===== config.mk =====
export PLATFORM = sky130hd
export DESIGN_NAME = alu_cmd_issue_flat
export DESIGN_NICKNAME = d
export VERILOG_FILES = /design/src/rtl/alu_cmd_issue_if.sv /design/src/rtl/alu_cmd_issue.sv /design/src/flat_wrapper.sv
export SDC_FILE = /design/constraint.sdc
export NUM_CORES = 1
export LEC_CHECK = 0
export CORE_ASPECT_RATIO = 0.7
export CORE_MARGIN = 5
export CORE_UTILIZATION = 48
export DETAILED_ROUTE_END_ITERATION = 10
export GPL_TIMING_DRIVEN = 0
export PLACE_DENSITY = 0.77
export SYNTH_ARGS = -nofsm -noshare
export SYNTH_HDL_FRONTEND = slang
export SYNTH_SLANG_ARGS = --single-unit

===== constraint.sdc =====
create_clock -name clk -period 1.9 [get_ports clk]
set_input_delay 0.38 -clock clk [delete_from_list [all_inputs] [get_ports clk]]
set_output_delay 0.38 -clock clk [all_outputs]
set_load 0.01 [all_outputs]

===== src/rtl/alu_cmd_issue_if.sv =====
// Command/result bus between the ALU issue stage and its environment:
// upstream command handshake, operands to the external ALU, result handshake.
interface alu_cmd_issue_if #(
  parameter int unsigned DEPTH = 4
);
  localparam int unsigned CW = $clog2(DEPTH + 1);

  logic          in_valid;
  logic          in_ready;
  logic [7:0]    in_a;
  logic [7:0]    in_b;
  logic [2:0]    in_sel;

  logic [7:0]    alu_a;
  logic [7:0]    alu_b;
  logic [2:0]    alu_sel;
  logic [7:0]    alu_result;
  logic          alu_zero;

  logic          out_valid;
  logic          out_ready;
  logic [7:0]    out_result;
  logic          out_zero;

  logic [CW-1:0] fifo_count;

  // Issue-stage view
  modport slave (
    input  in_valid, in_a, in_b, in_sel,
    input  alu_result, alu_zero,
    input  out_ready,
    output in_ready,
    output alu_a, alu_b, alu_sel,
    output out_valid, out_result, out_zero,
    output fifo_count
  );

  // Environment view (command source, ALU, result sink)
  modport master (
    output in_valid, in_a, in_b, in_sel,
    output alu_result, alu_zero,
    output out_ready,
    input  in_ready,
    input  alu_a, alu_b, alu_sel,
    input  out_valid, out_result, out_zero,
    input  fifo_count
  );
endinterface


===== src/rtl/alu_cmd_issue.sv =====
// Sequential issue stage around the 8-bit combinational ALU: command FIFO,
// operand issue register and result register. ALU_CMD_ISSUE_STATS_EN adds handshake counters.
module alu_cmd_issue #(
  parameter  int unsigned DEPTH = 4,
  localparam int unsigned CW    = $clog2(DEPTH + 1)
) (
  input logic            clk,
  input logic            rst_n,
  input logic            flush,
  alu_cmd_issue_if.slave bus
`ifdef ALU_CMD_ISSUE_STATS_EN
  ,
  output logic [15:0]    op_count,
  output logic [15:0]    zero_count
`endif
);

  localparam int unsigned AW = (DEPTH > 1) ? $clog2(DEPTH) : 1;

  typedef struct packed {
    logic [7:0] a;
    logic [7:0] b;
    logic [2:0] sel;
  } cmd_t;

  cmd_t          mem [DEPTH];
  logic [AW-1:0] wr_ptr;
  logic [AW-1:0] rd_ptr;
  logic [CW-1:0] count;

  logic          iss_valid;
  logic [7:0]    alu_a_q;
  logic [7:0]    alu_b_q;
  logic [2:0]    alu_sel_q;

  logic          out_valid_q;
  logic [7:0]    out_result_q;
  logic          out_zero_q;

  logic          full;
  logic          empty;
  logic          push;
  logic          pop;
  logic          adv;
  logic          out_hs;
  cmd_t          head;

  assign full   = (count == CW'(DEPTH));
  assign empty  = (count == CW'(0));
  assign push   = bus.in_valid && !full;
  assign adv    = iss_valid && (!out_valid_q || bus.out_ready);
  // Empty FIFO cannot pop, so a push into it only becomes visible next cycle
  assign pop    = !empty && (!iss_valid || adv);
  assign out_hs = out_valid_q && bus.out_ready;
  assign head   = mem[rd_ptr];

  assign bus.in_ready   = !full;
  assign bus.alu_a      = alu_a_q;
  assign bus.alu_b      = alu_b_q;
  assign bus.alu_sel    = alu_sel_q;
  assign bus.out_valid  = out_valid_q;
  assign bus.out_result = out_result_q;
  assign bus.out_zero   = out_zero_q;
  assign bus.fifo_count = count;

  // Command storage; contents are don't-care until written
  always_ff @(posedge clk) begin
    if (push && !flush) begin
      mem[wr_ptr] <= '{a: bus.in_a, b: bus.in_b, sel: bus.in_sel};
    end
  end

  // FIFO pointers and occupancy; pointers wrap naturally since DEPTH is a power of two
  always_ff @(posedge clk or negedge rst_n) begin
    if (!rst_n) begin
      wr_ptr <= '0;
      rd_ptr <= '0;
      count  <= '0;
    end else if (flush) begin
      wr_ptr <= '0;
      rd_ptr <= '0;
      count  <= '0;
    end else begin
      if (push) begin
        wr_ptr <= wr_ptr + AW'(1);
      end
      if (pop) begin
        rd_ptr <= rd_ptr + AW'(1);
      end
      if (push && !pop) begin
        count <= count + CW'(1);
      end else if (!push && pop) begin
        count <= count - CW'(1);
      end
    end
  end

  // Issue register; operands hold their last value while idle
  always_ff @(posedge clk or negedge rst_n) begin
    if (!rst_n) begin
      iss_valid <= 1'b0;
      alu_a_q   <= '0;
      alu_b_q   <= '0;
      alu_sel_q <= '0;
    end else if (flush) begin
      iss_valid <= 1'b0;
    end else if (pop) begin
      iss_valid <= 1'b1;
      alu_a_q   <= head.a;
      alu_b_q   <= head.b;
      alu_sel_q <= head.sel;
    end else if (adv) begin
      iss_valid <= 1'b0;
    end
  end

  // Result register with downstream backpressure
  always_ff @(posedge clk or negedge rst_n) begin
    if (!rst_n) begin
      out_valid_q  <= 1'b0;
      out_result_q <= '0;
      out_zero_q   <= 1'b0;
    end else if (flush) begin
      out_valid_q  <= 1'b0;
    end else if (adv) begin
      out_valid_q  <= 1'b1;
      out_result_q <= bus.alu_result;
      out_zero_q   <= bus.alu_zero;
    end else if (out_hs) begin
      out_valid_q  <= 1'b0;
    end
  end

`ifdef ALU_CMD_ISSUE_STATS_EN
  // Saturating counts of accepted results and of those flagged zero
  always_ff @(posedge clk or negedge rst_n) begin
    if (!rst_n) begin
      op_count   <= '0;
      zero_count <= '0;
    end else if (flush) begin
      op_count   <= '0;
      zero_count <= '0;
    end else if (out_hs) begin
      if (op_count != 16'hFFFF) begin
        op_count <= op_count + 16'd1;
      end
      if (out_zero_q && (zero_count != 16'hFFFF)) begin
        zero_count <= zero_count + 16'd1;
      end
    end
  end
`endif

endmodule


===== src/flat_wrapper.sv =====
// flat-port wrapper written by rule: the top's interface ports become plain ports
module alu_cmd_issue_flat 
#(
  parameter  int unsigned DEPTH = 4,
  localparam int unsigned CW    = $clog2(DEPTH + 1)
)
  (clk, rst_n, flush, bus_in_valid, bus_in_a, bus_in_b, bus_in_sel, bus_alu_result, bus_alu_zero, bus_out_ready, bus_in_ready, bus_alu_a, bus_alu_b, bus_alu_sel, bus_out_valid, bus_out_result, bus_out_zero, bus_fifo_count);
  alu_cmd_issue_if #(.DEPTH(DEPTH)) bus_i ();
  input logic clk;
  input logic rst_n;
  input logic flush;
  input wire logic [$bits(bus_i.in_valid)-1:0] bus_in_valid;
  input wire logic [$bits(bus_i.in_a)-1:0] bus_in_a;
  input wire logic [$bits(bus_i.in_b)-1:0] bus_in_b;
  input wire logic [$bits(bus_i.in_sel)-1:0] bus_in_sel;
  input wire logic [$bits(bus_i.alu_result)-1:0] bus_alu_result;
  input wire logic [$bits(bus_i.alu_zero)-1:0] bus_alu_zero;
  input wire logic [$bits(bus_i.out_ready)-1:0] bus_out_ready;
  output wire logic [$bits(bus_i.in_ready)-1:0] bus_in_ready;
  output wire logic [$bits(bus_i.alu_a)-1:0] bus_alu_a;
  output wire logic [$bits(bus_i.alu_b)-1:0] bus_alu_b;
  output wire logic [$bits(bus_i.alu_sel)-1:0] bus_alu_sel;
  output wire logic [$bits(bus_i.out_valid)-1:0] bus_out_valid;
  output wire logic [$bits(bus_i.out_result)-1:0] bus_out_result;
  output wire logic [$bits(bus_i.out_zero)-1:0] bus_out_zero;
  output wire logic [$bits(bus_i.fifo_count)-1:0] bus_fifo_count;
  assign bus_i.in_valid = bus_in_valid;
  assign bus_i.in_a = bus_in_a;
  assign bus_i.in_b = bus_in_b;
  assign bus_i.in_sel = bus_in_sel;
  assign bus_i.alu_result = bus_alu_result;
  assign bus_i.alu_zero = bus_alu_zero;
  assign bus_i.out_ready = bus_out_ready;
  assign bus_in_ready = bus_i.in_ready;
  assign bus_alu_a = bus_i.alu_a;
  assign bus_alu_b = bus_i.alu_b;
  assign bus_alu_sel = bus_i.alu_sel;
  assign bus_out_valid = bus_i.out_valid;
  assign bus_out_result = bus_i.out_result;
  assign bus_out_zero = bus_i.out_zero;
  assign bus_fifo_count = bus_i.fifo_count;
  alu_cmd_issue #(.DEPTH(DEPTH)) u_core (.clk(clk), .rst_n(rst_n), .flush(flush), .bus(bus_i));
endmodule

==> impl_metrics.json, run 1 <==
{
  "synth_seq_cells": 113,
  "drtIter0Drc": 177,
  "dpl_cell_area_sq_mm": 0.00528,
  "cp-end-kind": "flip-flop",
  "drt.antenna.violating_nets": 0,
  "die_y_microns": 90.6,
  "setup_viol": 2,
  "gr-total-overflow": 0,
  "p_int_w": 0.00689,
  "grt_pass1_vias": 2533,
  "globalplace.congestion": 0.752,
  "final_nets": 352,
  "worstSetupPathType": "flip-flop to flip-flop",
  "r2r_start": "u_core.bus.fifo_count[1]",
  "period_needed_ns": 1.94,
  "crit_path_cell_trace": "or3b_4 > nand2_4 > nor2_4 > fa_2 > and2b_1 > o31ai_1 > o211a_1",
  "cts_made_buffers": 17,
  "fin_worst_skew_ns": 0.00745,
  "worstSkewPairLatency_ns": 0.40,
  "ir_drop_v": 0.00112,
  "antenna_cells": 0,
  "grtUsageTotal": 0.159,
  "grt_pass1_wl_microns": 13400,
  "slew_violations": 0,
  "die_area_sq_mm": 0.0113,
  "clockPowerShare": 0.325,
  "avgRoutedWirePerCell_microns": 18.8,
  "wirelength_microns": 8490,
  "ys_seq_area_frac": 0.720,
  "violations": "negative setup slack",
  "hold_violations": 0,
  "cp.required_ns": 2.24,
  "crit_slowest_cell": "or3b_4",
  "fin_hold_ws_ns": 0.401,
  "htreeDepth": 4,
  "leakagePower_nw": 2.21,
  "cap_violations": 0,
  "core_sq_mm": 0.00907,
  "crit_arrival_ns": 2.28,
  "die_w_microns": 125,
  "grt_max_degree": 30,
  "tightest_slew_ns": 0.623,
  "area_delta_synth_final_pct": 33.8,
  "rows": 29,
  "drc": 0,
  "syn_inst": 220,
  "hp-class": "input pin to asynchronous set/reset pin",
  "period_share": 1.02,
  "post_synth_num_cell_types": 34,
  "portBuffers": 65,
  "outcome": "finished with violations",
  "slowest_delay_ns": 0.42,
  "grt_setup_unrepaired": "yes",
  "path_max_fanout": 4,
  "yosys_warnings": 0,
  "worstSetupStartpointType": "flip-flop",
  "drive_gt1_frac": 0.327,
  "p_comb_frac": 0.310,
  "reg2reg_setup_slack_ns": -0.04,
  "p_seq_frac": 0.365,
  "fin_ws_ns": -0.0442,
  "avgSynthCellArea_sq_um": 20.2,
  "reg2reg_to": "u_core.bus.fifo_count[2]",
  "r2r_cells": 7,
  "syn_nets": 258,
  "max_freq_mhz": 514,
  "vias": 2310,
  "max-clock-path-buffers": 2,
  "syn_area_sq_mm": 0.00445,
  "place_hpwl_microns": 5240,
  "power_switching_w": 0.00241,
  "final_area_sq_mm": 0.00596,
  "swShare": 0.259,
  "first_pass_iters": 4,
  "initial_utilization": 0.491,
  "path_clk_slew_ns": 0.05,
  "power_density_mw_per_mm2": 1560,
  "cts_root_buffer": "clkbuf_16",
  "antenna_found_initial": 0,
  "relSlewSlack": 0.585,
  "via_per_inst": 5.12,
  "cts.sinks": 113,
  "cts_tree": "done",
  "pin_count": 66
}
-- per-layer routing --
metal | global-route usage | routed length, microns | up-vias
met5 | 0 | 0 | -
met4 | 0.0542 | 65 | 0
met3 | 0.0774 | 560 | 5
met2 | 0.250 | 4060 | 70
met1 | 0.193 | 3800 | 1185
li1 | - | - | 1050
-- per-stage QoR --
| step | util | TNS [ns] | std cells | worst slack (ns) | power (W) |
|---|---|---|---|---|---|
| finish | 0.657 | -0.0468 | 451 | -0.0442 | 0.00929 |
| global route | 0.657 | -0.199 | 451 | -0.115 | 0.00976 |
| CTS | 0.652 | -0.0313 | 448 | -0.0176 | 0.00935 |
| detailed placement | 0.582 | -51.86 | 410 | -0.613 | 0.00622 |
| global placement | 0.581 | -72.92 | 409 | -0.736 | 0.00615 |
| floorplan | - | -0.145 | 220 | -0.0820 | 0.00509 |
-- sequential cells by signal, summed over array words and instances (netlist names) --
name	cells
u_core.bus.alu_b	8
u_core.wr_ptr	2
u_core.bus.fifo_count	3
u_core.mem	76
u_core.bus.out_valid	1
u_core.bus.alu_a	8
u_core.iss_valid	1
u_core.bus.out_zero	1
u_core.bus.alu_sel	3
u_core.rd_ptr	2
u_core.bus.out_result	8
-- power by group through the flow --
stage	sequential, W	combinational (W)	clock, W
final	0.00339	0.00289	0.00302
after global routing	0.00344	0.00311	0.00322
after CTS	0.00339	0.00289	0.00307
after detailed placement	0.00346	0.00275	0
after global placement	0.00345	0.00270	0
after floorplan	0.00357	0.00152	0
-- how the worst max path moves through the flow --
stage	to	slack (ns)	cells after the start	from
detailed placement	u_core.mem[3][14]	-0.61	4	bus_in_valid
global route	u_core.bus.fifo_count[2]	-0.11	7	u_core.bus.fifo_count[1]
global placement	u_core.bus.fifo_count[1]	-0.74	1	rst_n
CTS	u_core.bus.fifo_count[2]	-0.02	7	u_core.bus.fifo_count[1]
finish	u_core.bus.fifo_count[2]	-0.04	7	u_core.bus.fifo_count[1]
floorplan	u_core.bus.fifo_count[2]	-0.08	7	u_core.bus.fifo_count[0]
-- cell type report --
type | count | area [sq um]
fillers | 626 | 3110
clock inverters | 6 | 78.8
plain buffers | 8 | 57.6
well taps | 124 | 155
inverters | 5 | 18.8
flip-flops and latches | 113 | 3210
repair buffers | 74 | 739
multi-input cells | 95 | 1210
clock buffers | 26 | 489
-- logic make-up after synthesis --
| family | Yosys count | synth area share |
|---|---|---|
| flops | 113 | 0.720 |
| xor+xnor | 5 | 0.0115 |
| simple gates | 27 | 0.0390 |
| buf+inv | 13 | 0.0171 |
| fa+ha+maj | 5 | 0.0157 |
| compound gates | 8 | 0.0160 |
| mux | 49 | 0.180 |
-- Yosys cell counts, drive strengths merged --
cell type / n / area [sq um]
o311a: 1 / 10.0
or3b: 1 / 11.3
a211oi: 1 / 7.51
xor2: 1 / 16.3
nor3b: 1 / 7.51
nor2b: 2 / 20.0
and2: 4 / 25.0
ha: 4 / 50.1
o31ai: 1 / 7.51
clkbuf: 3 / 11.3
nor4: 1 / 6.26
nand3: 1 / 5.00
a31oi: 2 / 12.5
nand2: 3 / 18.8
a21oi: 1 / 5.00
fa: 1 / 20.0
xnor2: 4 / 35.0
o211a: 1 / 10.0
buf: 5 / 46.3
nand3b: 1 / 20.0
inv: 5 / 18.8
mux2: 30 / 375
and2b: 1 / 7.51
dfrtp: 37 / 926
mux4: 19 / 428
a21boi: 1 / 18.8
edfxtp: 76 / 2280
nor2: 12 / 52.6
-- timing repair --
action	CTS	global route
endpoints found under the setup margin	79	73
hold buffers	1	0
cloned	0	1
pin swaps	4	2
resized for setup	10	3
hold endpoints to repair	8	0
buffers inserted	5	2
-- cell usage in the layout, fill, tap and decap left out, drive strengths merged, types with 2 or more instances in the layout --
cell type / instances
edfxtp: 76
inv: 5
buf: 14
clkdlybuf4s50: 63
clkinv: 4
nor2b: 2
mux2: 30
and2: 5
clkbuf: 29
nor2: 12
a31oi: 2
xnor2: 4
mux4: 19
ha: 4
dfrtp: 37
bufinv: 2
nand2: 3
-- worst max-delay path, delay by kind of cell, from the launching register on --
family          cells  cell delay [ns]
flops               1             0.39
simple gates        4             0.74
fa+ha+maj           1             0.38
compound gates      2             0.37
Power figures use the tool's default switching activity.
==> inputs of run 2 (changes only) <==
--- a/config.mk
+++ b/config.mk
@@ -9,7 +9,6 @@
 export CORE_MARGIN = 5
 export CORE_UTILIZATION = 48
 export DETAILED_ROUTE_END_ITERATION = 10
-export GPL_TIMING_DRIVEN = 0
 export PLACE_DENSITY = 0.77
 export SYNTH_ARGS = -nofsm -noshare
 export SYNTH_HDL_FRONTEND = slang
==> impl_metrics.json, run 2 (synthesis results as in run 1) <==
{
  "die_area_sq_mm": 0.0113,
  "hold_violations": 0,
  "p_int_w": 0.00712,
  "die_w_microns": 125,
  "fillers": 604,
  "cap_violations": 0,
  "relSlewSlack": 0.811,
  "die_y_microns": 90.6,
  "drive_gt1_frac": 0.355,
  "grt_setup_unrepaired": "yes",
  "path_clk_slew_ns": 0.05,
  "clockPowerShare": 0.338,
  "ir_drop_v": 0.000923,
  "multi_input_area_sq_mm": 0.00118,
  "first_pass_iters": 4,
  "crit_arrival_ns": 2.22,
  "fin_hold_ws_ns": 0.489,
  "largest_reg_flops": 76,
  "rows": 29,
  "cp.required_ns": 2.24,
  "outcome": "completed",
  "area_delta_synth_final_pct": 37.0,
  "worstSkewPairLatency_ns": 0.40,
  "cts_made_buffers": 17,
  "gr-total-overflow": 0,
  "grtUsageTotal": 0.154,
  "cts_root_buffer": "clkbuf_16",
  "power_switching_w": 0.00241,
  "drt.antenna.violating_nets": 0,
  "portBuffers": 65,
  "swShare": 0.253,
  "period_share": 0.992,
  "leakagePower_nw": 2.29,
  "worstSetupPathType": "flip-flop to flip-flop",
  "core_sq_mm": 0.00907,
  "cts.sinks": 113,
  "pin_count": 66,
  "slew_violations": 0,
  "avgRoutedWirePerCell_microns": 17.6,
  "grt_max_degree": 38,
  "setup_viol": 0,
  "tightest_slew_ns": 0.282,
  "power_w": 0.00953,
  "wirelength_microns": 8100,
  "vias": 2272,
  "htreeDepth": 4,
  "cts_tree": "done",
  "path_max_fanout": 4,
  "hp-class": "input pin to asynchronous set/reset pin",
  "p_comb_frac": 0.306,
  "mostFrequentLayoutCells": "edfxtp_1 (76), clkdlybuf4s50_1 (63), dfrtp_1 (34)",
  "final-seq-area_sq_mm": 0.00321,
  "drtIter0Drc": 131,
  "grt_pass1_wl_microns": 13300,
  "period_needed_ns": 1.89,
  "final_nets": 360,
  "place_hpwl_microns": 5390,
  "globalplace.congestion": 0.850,
  "grt_pass1_vias": 2514,
  "tns_ns": 0,
  "drc": 0,
  "initial_utilization": 0.491,
  "fin_worst_skew_ns": 0.00647,
  "max-clock-path-buffers": 2,
  "via_per_inst": 4.95,
  "antenna_found_initial": 0,
  "p_seq_frac": 0.356,
  "regMostFlops": "u_core.mem",
  "max_freq_mhz": 530,
  "final_util": 0.673,
  "worstSetupStartpointType": "flip-flop",
  "cp-end-kind": "flip-flop",
  "final_common_cell": "edfxtp_1",
  "antenna_cells": 0,
  "power_density_mw_per_mm2": 1560
}
==> run 2: cell count changes in the layout (fill, tap and decap cells not counted), moves of 4 or more <==
cell	change
and2_4	-4
clkbuf_1	-8
and2_1	+4
buf_4	+12
buf_12	+4
clkinv_2	+4
==> run 2: repair_timing <==
item / 4_1_cts / 5_1_grt
resized for setup: 5 / 0
hold buffers: 1 / 0
pin swaps: 2 / 0
endpoints found under the hold margin: 37 / 0
setup buffers: 0 / 0
setup endpoints to repair: 2 / 2
==> run 2: worst paths after layout <==
kind                                          startpoint                       end  slack [ns]  cells past startpoint
worst max-delay path            u_core.bus.fifo_count[1]  u_core.bus.fifo_count[2]        0.01                      7
worst min register to register  u_core.bus.out_result[0]  u_core.bus.out_result[0]        0.50                      1
min in group clk                u_core.bus.out_result[0]  u_core.bus.out_result[0]        0.50                      1
worst min-delay path                               rst_n     u_core.bus.alu_sel[2]        0.49                      3
worst max register to register  u_core.bus.fifo_count[1]  u_core.bus.fifo_count[2]        0.01                      7
max in group asynchronous                          rst_n  u_core.bus.fifo_count[0]        1.20                      3
==> run 2: worst max-delay path: stages (launching register included) <==
cell     delay (ns)
dfrtp_2        0.40
or3b_4         0.41
nand2_4        0.08
nor2_2         0.04
fa_2           0.36
and2b_1        0.17
o31ai_1        0.19
o211a_1        0.17
==> run 2: final cells by class <==
type | count | share of cell area
clock buffers | 19 | 0.0726
clock inverters | 13 | 0.0273
inverters | 5 | 0.00308
multi-input cells | 94 | 0.194
flip-flops and latches | 113 | 0.526
well taps | 124 | 0.0254
repair buffers | 91 | 0.152
==> run 2: metal layers <==
metal / track usage / up-vias / routed length (microns)
met5: 0 / - / 0
met1: 0.201 / 1144 / 3720
met3: 0.0650 / 8 / 435
met2: 0.231 / 64 / 3850
li1: - / 1056 / -
met4: 0.0569 / 0 / 87
==> run 2: power by group through the flow <==
stage / registers, W / logic (W) / clock network [W]
floorplan: 0.00357 / 0.00152 / 0
global placement: 0.00341 / 0.00291 / 0
detailed placement: 0.00343 / 0.00296 / 0
CTS: 0.00339 / 0.00297 / 0.00328
global route: 0.00345 / 0.00315 / 0.00342
finish: 0.00339 / 0.00292 / 0.00322
==> run 2: per-stage QoR <==
stage / std cells / worst slack (ns) / area [sq um]
after floorplan: 220 / -0.0820 / 4460
after global placement: 426 / -0.311 / 5480
after detailed placement: 426 / -0.350 / 5480
after CTS: 459 / 0.00238 / 6100
after global routing: 459 / -0.0542 / 6100
final: 459 / 0.0144 / 6100
